**config.mk**
```make
export PLATFORM = sky130hd
export DESIGN_NAME = rx_peak_reader
export DESIGN_NICKNAME = d
export VERILOG_FILES = /design/src/rtl/rx_peak_reader_pkg.sv /design/src/rtl/rx_peak_fifo.sv /design/src/rtl/rx_peak_reader.sv
export SDC_FILE = /design/constraint.sdc
export NUM_CORES = 1
export LEC_CHECK = 0
export BUFFER_PORTS_ARGS = -buffer_cell sky130_fd_sc_hd__buf_2
export CAP_MARGIN = 15
export CORE_MARGIN = 2
export CORE_UTILIZATION = 60
export DETAILED_ROUTE_END_ITERATION = 7
export GPL_ROUTABILITY_DRIVEN = 0
export GPL_TIMING_DRIVEN = 1
export PLACE_DENSITY_LB_ADDON = 0.12
export SLEW_MARGIN = 20
export SYNTH_ARGS = -nofsm -noshare
export SYNTH_HDL_FRONTEND = slang
export SYNTH_HIERARCHICAL = 1
export SYNTH_SLANG_ARGS = --single-unit
```
**constraint.sdc**
```tcl
create_clock -name crx_clk -period 8.15 [get_ports crx_clk]
set_clock_uncertainty 0.05 [all_clocks]
set_input_delay 0 -clock crx_clk [delete_from_list [all_inputs] [get_ports crx_clk]]
set_output_delay 0 -clock crx_clk [all_outputs]
set_load 0.01 [all_outputs]
```
**src/rtl/rx_peak_reader_pkg.sv**
```systemverilog
// Shared definitions for the rx_peak_reader slice.
//
// Holds the peak-report field widths, the packed FIFO entry layout
// {sample, seq, time} and the capture FSM state encoding used by the
// top level. Also provides helpers to pack a report into an entry.
package rx_peak_reader_pkg;

    localparam int SAMPLE_W = 41;
    localparam int SEQ_W    = 4;
    localparam int TIME_W   = 16;
    localparam int ENTRY_W  = SAMPLE_W + SEQ_W + TIME_W;

    // Field order from MSB to LSB: sample, seq, time.
    typedef struct packed {
        logic signed [SAMPLE_W-1:0] sample;
        logic [SEQ_W-1:0]           seq;
        logic [TIME_W-1:0]          tstamp;
    } entry_t;

    typedef enum logic [1:0] {
        IDLE     = 2'd0,
        ACK      = 2'd1,
        WAIT_LOW = 2'd2
    } cap_state_t;

    function automatic entry_t pack_entry(
        input logic signed [SAMPLE_W-1:0] sample,
        input logic [SEQ_W-1:0]           seq,
        input logic [TIME_W-1:0]          tstamp
    );
        entry_t e;
        e.sample = sample;
        e.seq    = seq;
        e.tstamp = tstamp;
        return e;
    endfunction

endpackage

```
**src/rtl/rx_peak_fifo.sv**
```systemverilog
// Synchronous DEPTH-entry FIFO for packed peak reports.
//
// Ports:
//   clk, rst        clock and asynchronous active-high reset
//   push, push_data write request and entry to store
//   push_accepted   high when this cycle's push is taken (combinational)
//   pop             read request; ignored while empty
//   pop_valid       one-cycle pulse after a successful pop
//   pop_data        registered head entry, held until the next pop
//   count           registered occupancy
//   empty, full     registered occupancy flags
module rx_peak_fifo
    import rx_peak_reader_pkg::*;
#(
    parameter int DEPTH = 8,
    parameter int PTR_W = 3
) (
    input  logic               clk,
    input  logic               rst,
    input  logic               push,
    input  logic [ENTRY_W-1:0] push_data,
    output logic               push_accepted,
    input  logic               pop,
    output logic               pop_valid,
    output logic [ENTRY_W-1:0] pop_data,
    output logic [PTR_W:0]     count,
    output logic               empty,
    output logic               full
);

    logic [ENTRY_W-1:0] mem [DEPTH];
    logic [PTR_W-1:0]   wr_ptr;
    logic [PTR_W-1:0]   rd_ptr;
    logic               pop_ok;
    logic [PTR_W:0]     count_next;

    // A pop on a full FIFO frees the slot the push writes into, so a
    // simultaneous push is still accepted. A pop on an empty FIFO is
    // ignored, which means the pushed entry is never bypassed to pop_data.
    assign pop_ok        = pop && !empty;
    assign push_accepted = push && (!full || pop_ok);

    always_comb begin
        count_next = count;
        case ({push_accepted, pop_ok})
            2'b10:   count_next = count + 1'b1;
            2'b01:   count_next = count - 1'b1;
            default: count_next = count;
        endcase
    end

    // Storage has no reset; only entries between the pointers are valid.
    always_ff @(posedge clk) begin
        if (push_accepted) begin
            mem[wr_ptr] <= push_data;
        end
    end

    // Pointers wrap naturally because DEPTH is a power of two. The flags
    // are derived from the next occupancy so they stay registered yet
    // always agree with the pointers after each edge.
    always_ff @(posedge clk or posedge rst) begin
        if (rst) begin
            wr_ptr    <= '0;
            rd_ptr    <= '0;
            count     <= '0;
            empty     <= 1'b1;
            full      <= 1'b0;
            pop_valid <= 1'b0;
            pop_data  <= '0;
        end else begin
            pop_valid <= pop_ok;
            if (push_accepted) begin
                wr_ptr <= wr_ptr + 1'b1;
            end
            if (pop_ok) begin
                rd_ptr   <= rd_ptr + 1'b1;
                pop_data <= mem[rd_ptr];
            end
            count <= count_next;
            empty <= (count_next == '0);
            full  <= (count_next == (PTR_W+1)'(DEPTH));
        end
    end

endmodule

```
**src/rtl/rx_peak_reader.sv**
```systemverilog
// Consumer end of the rx_top_level peak-report handshake.
//
// Captures each report presented on i_trigger_arm, answers it with a
// one-cycle o_result_acquired_arm pulse and buffers it in a FIFO that the
// ARM side drains through i_rd_req. Reports arriving while the FIFO is
// full are dropped and flagged through o_overflow / o_drop_cnt.
//
// Ports:
//   crx_clk, rrx_rst          clock, asynchronous active-high reset
//   erx_en                    capture enable
//   i_sample_arm/seq/time     peak report fields, valid with i_trigger_arm
//   o_result_acquired_arm     acknowledge pulse back to rx_top_level
//   i_rd_req                  pop request
//   o_rd_valid, o_rd_*        popped entry, pulse plus held data
//   o_count, o_empty, o_full  FIFO occupancy status
//   o_overflow, o_drop_cnt    sticky drop flag and saturating drop count
//   i_clr_overflow            clears the drop flag and count
module rx_peak_reader
    import rx_peak_reader_pkg::*;
#(
    parameter int DEPTH = 8,
    parameter int PTR_W = 3,
    parameter int CNT_W = 8
) (
    input  logic                       crx_clk,
    input  logic                       rrx_rst,
    input  logic                       erx_en,
    input  logic signed [SAMPLE_W-1:0] i_sample_arm,
    input  logic [SEQ_W-1:0]           i_received_seq,
    input  logic [TIME_W-1:0]          i_time_arm,
    input  logic                       i_trigger_arm,
    output logic                       o_result_acquired_arm,
    input  logic                       i_rd_req,
    output logic                       o_rd_valid,
    output logic signed [SAMPLE_W-1:0] o_rd_sample,
    output logic [SEQ_W-1:0]           o_rd_seq,
    output logic [TIME_W-1:0]          o_rd_time,
    output logic [PTR_W:0]             o_count,
    output logic                       o_empty,
    output logic                       o_full,
    output logic                       o_overflow,
    output logic [CNT_W-1:0]           o_drop_cnt,
    input  logic                       i_clr_overflow
);

    cap_state_t         state;
    cap_state_t         next_state;
    entry_t             latched;
    entry_t             popped;
    logic               capture;
    logic               push;
    logic               push_accepted;
    logic               drop;
    logic [ENTRY_W-1:0] pop_data;

    assign capture = (state == IDLE) && erx_en && i_trigger_arm;
    assign push    = (state == ACK);
    assign drop    = push && !push_accepted;

    // The ack is decoded straight from the state register, so it is
    // glitch-free and falls immediately when reset is asserted.
    assign o_result_acquired_arm = (state == ACK);

    always_ff @(posedge crx_clk or posedge rrx_rst) begin
        if (rrx_rst) begin
            state <= IDLE;
        end else begin
            state <= next_state;
        end
    end

    // ACK always lasts exactly one cycle. WAIT_LOW holds off until the
    // producer releases the trigger so a held trigger is one report only.
    // Dropping the enable returns to IDLE, but an ACK already under way
    // still completes its push.
    always_comb begin
        next_state = state;
        case (state)
            IDLE: begin
                if (erx_en && i_trigger_arm) begin
                    next_state = ACK;
                end
            end
            ACK: begin
                next_state = erx_en ? WAIT_LOW : IDLE;
            end
            WAIT_LOW: begin
                if (!erx_en || !i_trigger_arm) begin
                    next_state = IDLE;
                end
            end
            default: next_state = IDLE;
        endcase
    end

    always_ff @(posedge crx_clk or posedge rrx_rst) begin
        if (rrx_rst) begin
            latched <= '0;
        end else if (capture) begin
            latched <= pack_entry(i_sample_arm, i_received_seq, i_time_arm);
        end
    end

    // A drop wins over a clear in the same cycle, restarting the count at 1.
    always_ff @(posedge crx_clk or posedge rrx_rst) begin
        if (rrx_rst) begin
            o_overflow <= 1'b0;
            o_drop_cnt <= '0;
        end else if (drop) begin
            o_overflow <= 1'b1;
            if (i_clr_overflow) begin
                o_drop_cnt <= CNT_W'(1);
            end else if (o_drop_cnt != '1) begin
                o_drop_cnt <= o_drop_cnt + 1'b1;
            end
        end else if (i_clr_overflow) begin
            o_overflow <= 1'b0;
            o_drop_cnt <= '0;
        end
    end

    rx_peak_fifo #(
        .DEPTH(DEPTH),
        .PTR_W(PTR_W)
    ) u_fifo (
        .clk          (crx_clk),
        .rst          (rrx_rst),
        .push         (push),
        .push_data    (latched),
        .push_accepted(push_accepted),
        .pop          (i_rd_req),
        .pop_valid    (o_rd_valid),
        .pop_data     (pop_data),
        .count        (o_count),
        .empty        (o_empty),
        .full         (o_full)
    );

    assign popped      = entry_t'(pop_data);
    assign o_rd_sample = popped.sample;
    assign o_rd_seq    = popped.seq;
    assign o_rd_time   = popped.tstamp;

endmodule

```
==> Implementation_results.wiki <==
{| class="wikitable"
! Metric !! Value
|-
| Outcome || complete, no violations
|-
| Post-layout utilization of the core || 69.91%
|-
| Combined area of all synthesized cells || 0.02434 sq mm
|-
| Setup repair after global routing missed its margin || no
|-
| Final HPWL from detailed placement || 23310 microns
|-
| Residual DRC count || 0
|-
| Post-synth EDFFs || 488
|-
| Data required time at the worst endpoint || 8.32 ns
|-
| Placed cell count || around 1800
|-
| Ratio of cells with drive above 1 in the final layout || about 30%
|-
| Relative area change from synthesis to final layout || 14.64%
|-
| Worst-case setup margin in the final layout || 4.209 ns
|-
| Endpoint of the worst setup timing path || u_fifo/mem[1][4]$_DFFE_PP_
|-
| Non-filler instance count after layout || between 1500 and 2000
|-
| Classification of the worst setup path || reg2reg
|-
| Uppermost layer routed || met4
|-
| Antenna-violating nets left || 0
|-
| Routed length on met1 || 20090 microns
|-
| Total global routing overflow || 0
|-
| Clock Latency Late Sink || ~0.6 ns
|-
| Count of boundary I/O pins || 145
|-
| Placement-stage worst setup slack || 4.203 ns
|-
| Die height || 205.4 microns
|-
| Tot Pwr || roughly 9 mW
|-
| Endpoints failing setup || 0
|-
| Hold/Removal Path Class || in2reg
|-
| Total power divided by cell area || 325.5 mW/mm^2
|-
| Leading register cell type out of synthesis || sky130_fd_sc_hd__edfxtp_1
|-
| Sequential cell area fraction in the yosys report || between 70% and 80%
|-
| DR iter-0 viols || 886
|-
| Final nets || 1465
|-
| Final WL || 45310 microns
|-
| Startpoint class of the critical path || flop
|-
| Leakage power || just over 10 nW
|-
| Clk slew on worst S/H paths || 0.06 ns
|-
| Worst EP arrival || 4.11 ns
|-
| Cell row count || 73
|-
| Chip Width || roughly 210 microns
|-
| Number of filler cells placed in the layout || 2506
|-
| Global-route wire length before repair || 69680 microns
|-
| Number of cells produced by synthesis || about 1200
|-
| Most instantiated cells after synthesis || sky130_fd_sc_hd__edfxtp_1 (488), sky130_fd_sc_hd__dfrtp_1 (145), sky130_fd_sc_hd__mux4_2 (119)
|-
| Post-route minimum period || about 4 ns
|-
| Area inside the core boundary || 0.03991 sq mm
|-
| Routed length on met3 || 1771 microns
|-
| Antenna violations before repair || 0
|-
| Number of warnings reported in the yosys synthesis log || 6
|-
| Launch point of the critical path || u_fifo/empty$_DFF_PP1_
|-
| Overall Global Routing Usage || 22.32%
|-
| Net Count, Synth || between 1000 and 1500
|-
| Area of all sequential standard cells || 0.01832 sq mm
|-
| CTS tree || built
|-
| Average wire per cell in the routed design || 23.00 microns
|-
| Synth top area cells || sky130_fd_sc_hd__edfxtp_1 (60%), sky130_fd_sc_hd__dfrtp_1 (15%), sky130_fd_sc_hd__mux4_2 (11%)
|-
| Synth unique cells || 53
|-
| R2R Path End || u_fifo/mem[1][4]$_DFFE_PP_
|-
| Max-capacitance violation count || 0
|-
| Setup TNS || 0 ns
|-
| Mean number of vias per cell || 5.812
|-
| Number of max-slew violations in the final report || 0
|-
| FMAX || approximately 0.25 GHz
|-
| Register bit count reported by yosys || between 600 and 700
|-
| Largest net degree at the start of global routing || slightly above 80
|-
| Multi-input combinational cell area || 0.005582 sq mm
|-
| Share of the synthesized area in the top cell type || 60.20%
|-
| Hold violation total from the final report || 0
|-
| Cell chosen for the clock root || sky130_fd_sc_hd__clkbuf_16
|-
| Clock tree buffer depth || 3
|-
| Slack of the worst reg-to-reg path || around 4.2 ns
|-
| Startpoint of the worst register-to-register path || u_fifo/empty$_DFF_PP1_
|-
| Starting Density || 60.98%
|-
| Avg Inst Size Synth || 20.97 sq um
|-
| Crit path max fanout || 55
|-
| Capturing element type of the critical path || flop
|-
| Final worst-path cycle share || slightly below 50%
|-
| Count of TritonRoute iterations in the first routing pass || 4
|-
| H-tree depth reported by CTS || 2
|-
| Vias in the first global route || 11900
|-
| Library cell occupying the most area in the post-synthesis netlist || sky130_fd_sc_hd__edfxtp_1
|-
| Rel. slew slack || 28.01%
|-
| Post-CTS sizing || 0
|-
| Met2 wire length || roughly 23000 microns
|-
| Maximum VDD drop || 0.0002138 V
|-
| Num CTS Buffers || 61
|-
| CTS sink count || 634
|-
| Post-CTS setup buffer count || 0
|-
| Actual slew at the worst max-slew pin || 1.080 ns
|-
| Vias post-DR || 11450
|-
| Port buffer count || 144
|-
| Die area || 0.04220 sq mm
|-
| Cell with the most instances after synthesis || sky130_fd_sc_hd__edfxtp_1
|-
| Asr flop ratio synth || 23.03%
|-
| Number of cells traversed by the worst register-to-register path || 7
|}
cell type report:
class	count	area share, %
Sequential cell	634	65.65
Multi-Input combinational cell	462	20.00
Clock buffer	86	5.842
Timing Repair Buffer	227	5.466
Tap cell	525	2.354
Clock inverter	29	0.5829
Inverter	6	0.09416
Antenna cell	1	0.008967
worst min path at each step:
stage | from | end | slack [ns] | cells after the start
6_report | i_trigger_arm | latched[40]$_DFFE_PP0P_ | 0.06 | 3
5_1_grt | i_trigger_arm | latched[40]$_DFFE_PP0P_ | 0.05 | 3
4_1_cts | i_trigger_arm | latched[40]$_DFFE_PP0P_ | 0.04 | 3
3_5_place_dp | rrx_rst | u_fifo/pop_data[7]$_DFFE_PP0P_ | -0.11 | 2
3_3_place_gp | rrx_rst | u_fifo/pop_data[7]$_DFFE_PP0P_ | -0.12 | 2
2_1_floorplan | erx_en | state[1]$_DFFE_PP0P_ | 0.07 | 1
state kept, by name (all words and copies together) (netlist names):
| register | flops |
|---|---|
| u_fifo/pop_valid | 1 |
| u_fifo/pop_data | 61 |
| o_overflow | 1 |
| u_fifo/empty | 1 |
| state | 2 |
| u_fifo/full | 1 |
| u_fifo/wr_ptr | 3 |
| latched | 61 |
| o_drop_cnt | 8 |
| u_fifo/mem | 488 |
| u_fifo/count | 4 |
| u_fifo/rd_ptr | 3 |
placed cells by master (no fill, tap or decap), types with 3 or more instances in the layout:
cell type,instances
sky130_fd_sc_hd__dlygate4sd3_1,66
sky130_fd_sc_hd__inv_1,4
sky130_fd_sc_hd__nor3_1,3
sky130_fd_sc_hd__buf_4,15
sky130_fd_sc_hd__mux2_4,59
sky130_fd_sc_hd__ha_1,6
sky130_fd_sc_hd__mux2_2,4
sky130_fd_sc_hd__xnor2_1,4
sky130_fd_sc_hd__mux4_2,119
sky130_fd_sc_hd__o21ai_1,61
sky130_fd_sc_hd__dfrtp_1,142
sky130_fd_sc_hd__edfxtp_1,488
sky130_fd_sc_hd__and3_1,3
sky130_fd_sc_hd__clkbuf_1,24
sky130_fd_sc_hd__a31oi_1,5
sky130_fd_sc_hd__a21oi_1,3
sky130_fd_sc_hd__xor2_1,4
sky130_fd_sc_hd__mux4_1,3
sky130_fd_sc_hd__nand2b_1,5
sky130_fd_sc_hd__clkinv_1,17
sky130_fd_sc_hd__clkinv_2,8
sky130_fd_sc_hd__dfrtp_4,3
sky130_fd_sc_hd__clkbuf_16,61
sky130_fd_sc_hd__mux2i_1,62
sky130_fd_sc_hd__nand2_1,72
sky130_fd_sc_hd__and4_1,3
sky130_fd_sc_hd__nor2_4,3
sky130_fd_sc_hd__nor3_2,4
sky130_fd_sc_hd__buf_2,144
cell families after synthesis:
family	count (synthesis)	share of synthesized area, %
muxes	247	17.71
AOI/OAI and AO/OA	83	1.902
adders and majority gates	6	0.3084
DFF	634	75.22
buffers and inverters	65	2.097
xor gates and xnor gates	9	0.3855
and+or+nand+nor	117	2.380
critical path, stage by stage, from the launching register on:
cell and delay, ns:
sky130_fd_sc_hd__dfstp_2 0.37, sky130_fd_sc_hd__nand2b_4 0.44, sky130_fd_sc_hd__nand2_1 0.19, sky130_fd_sc_hd__nand2_1 0.24
sky130_fd_sc_hd__inv_1 0.29, sky130_fd_sc_hd__nand2_1 0.26, sky130_fd_sc_hd__nor3_2 0.83, sky130_fd_sc_hd__buf_4 0.82
power breakdown:
part           leakage (nW)  internal (mW)  total (mW)  switching [mW]
clock network         0.869           1.42        2.54            1.12
logic                  3.04           1.08        2.02           0.940
registers              6.17           4.02        4.53           0.503
total                  10.1           6.52        9.08            2.56
per-layer routing:
metal | GRT usage [%] | vias to the layer above
met4 | 5.344 | 0
met3 | 3.959 | 57
met2 | 37.04 | 235
met1 | 31.46 | 6032
li1 | - | 5126
met5 | 0 | -
through the flow:
| step | hold WS [ns] | area (sq um) |
|---|---|---|
| 2_1_floorplan | 0.07214 | 24340 |
| 4_1_cts | 0.03683 | 27900 |
| 3_3_place_gp | -0.1159 | 25450 |
| 3_5_place_dp | -0.1117 | 25450 |
| 6_report | 0.06319 | 27910 |
| 5_1_grt | 0.04542 | 27900 |
repair_timing:
action	in CTS	in global routing
hold buffers	66	0
setup endpoints to repair	0	0
endpoints found under the hold margin	166	0
Power figures use the tool's default switching activity.
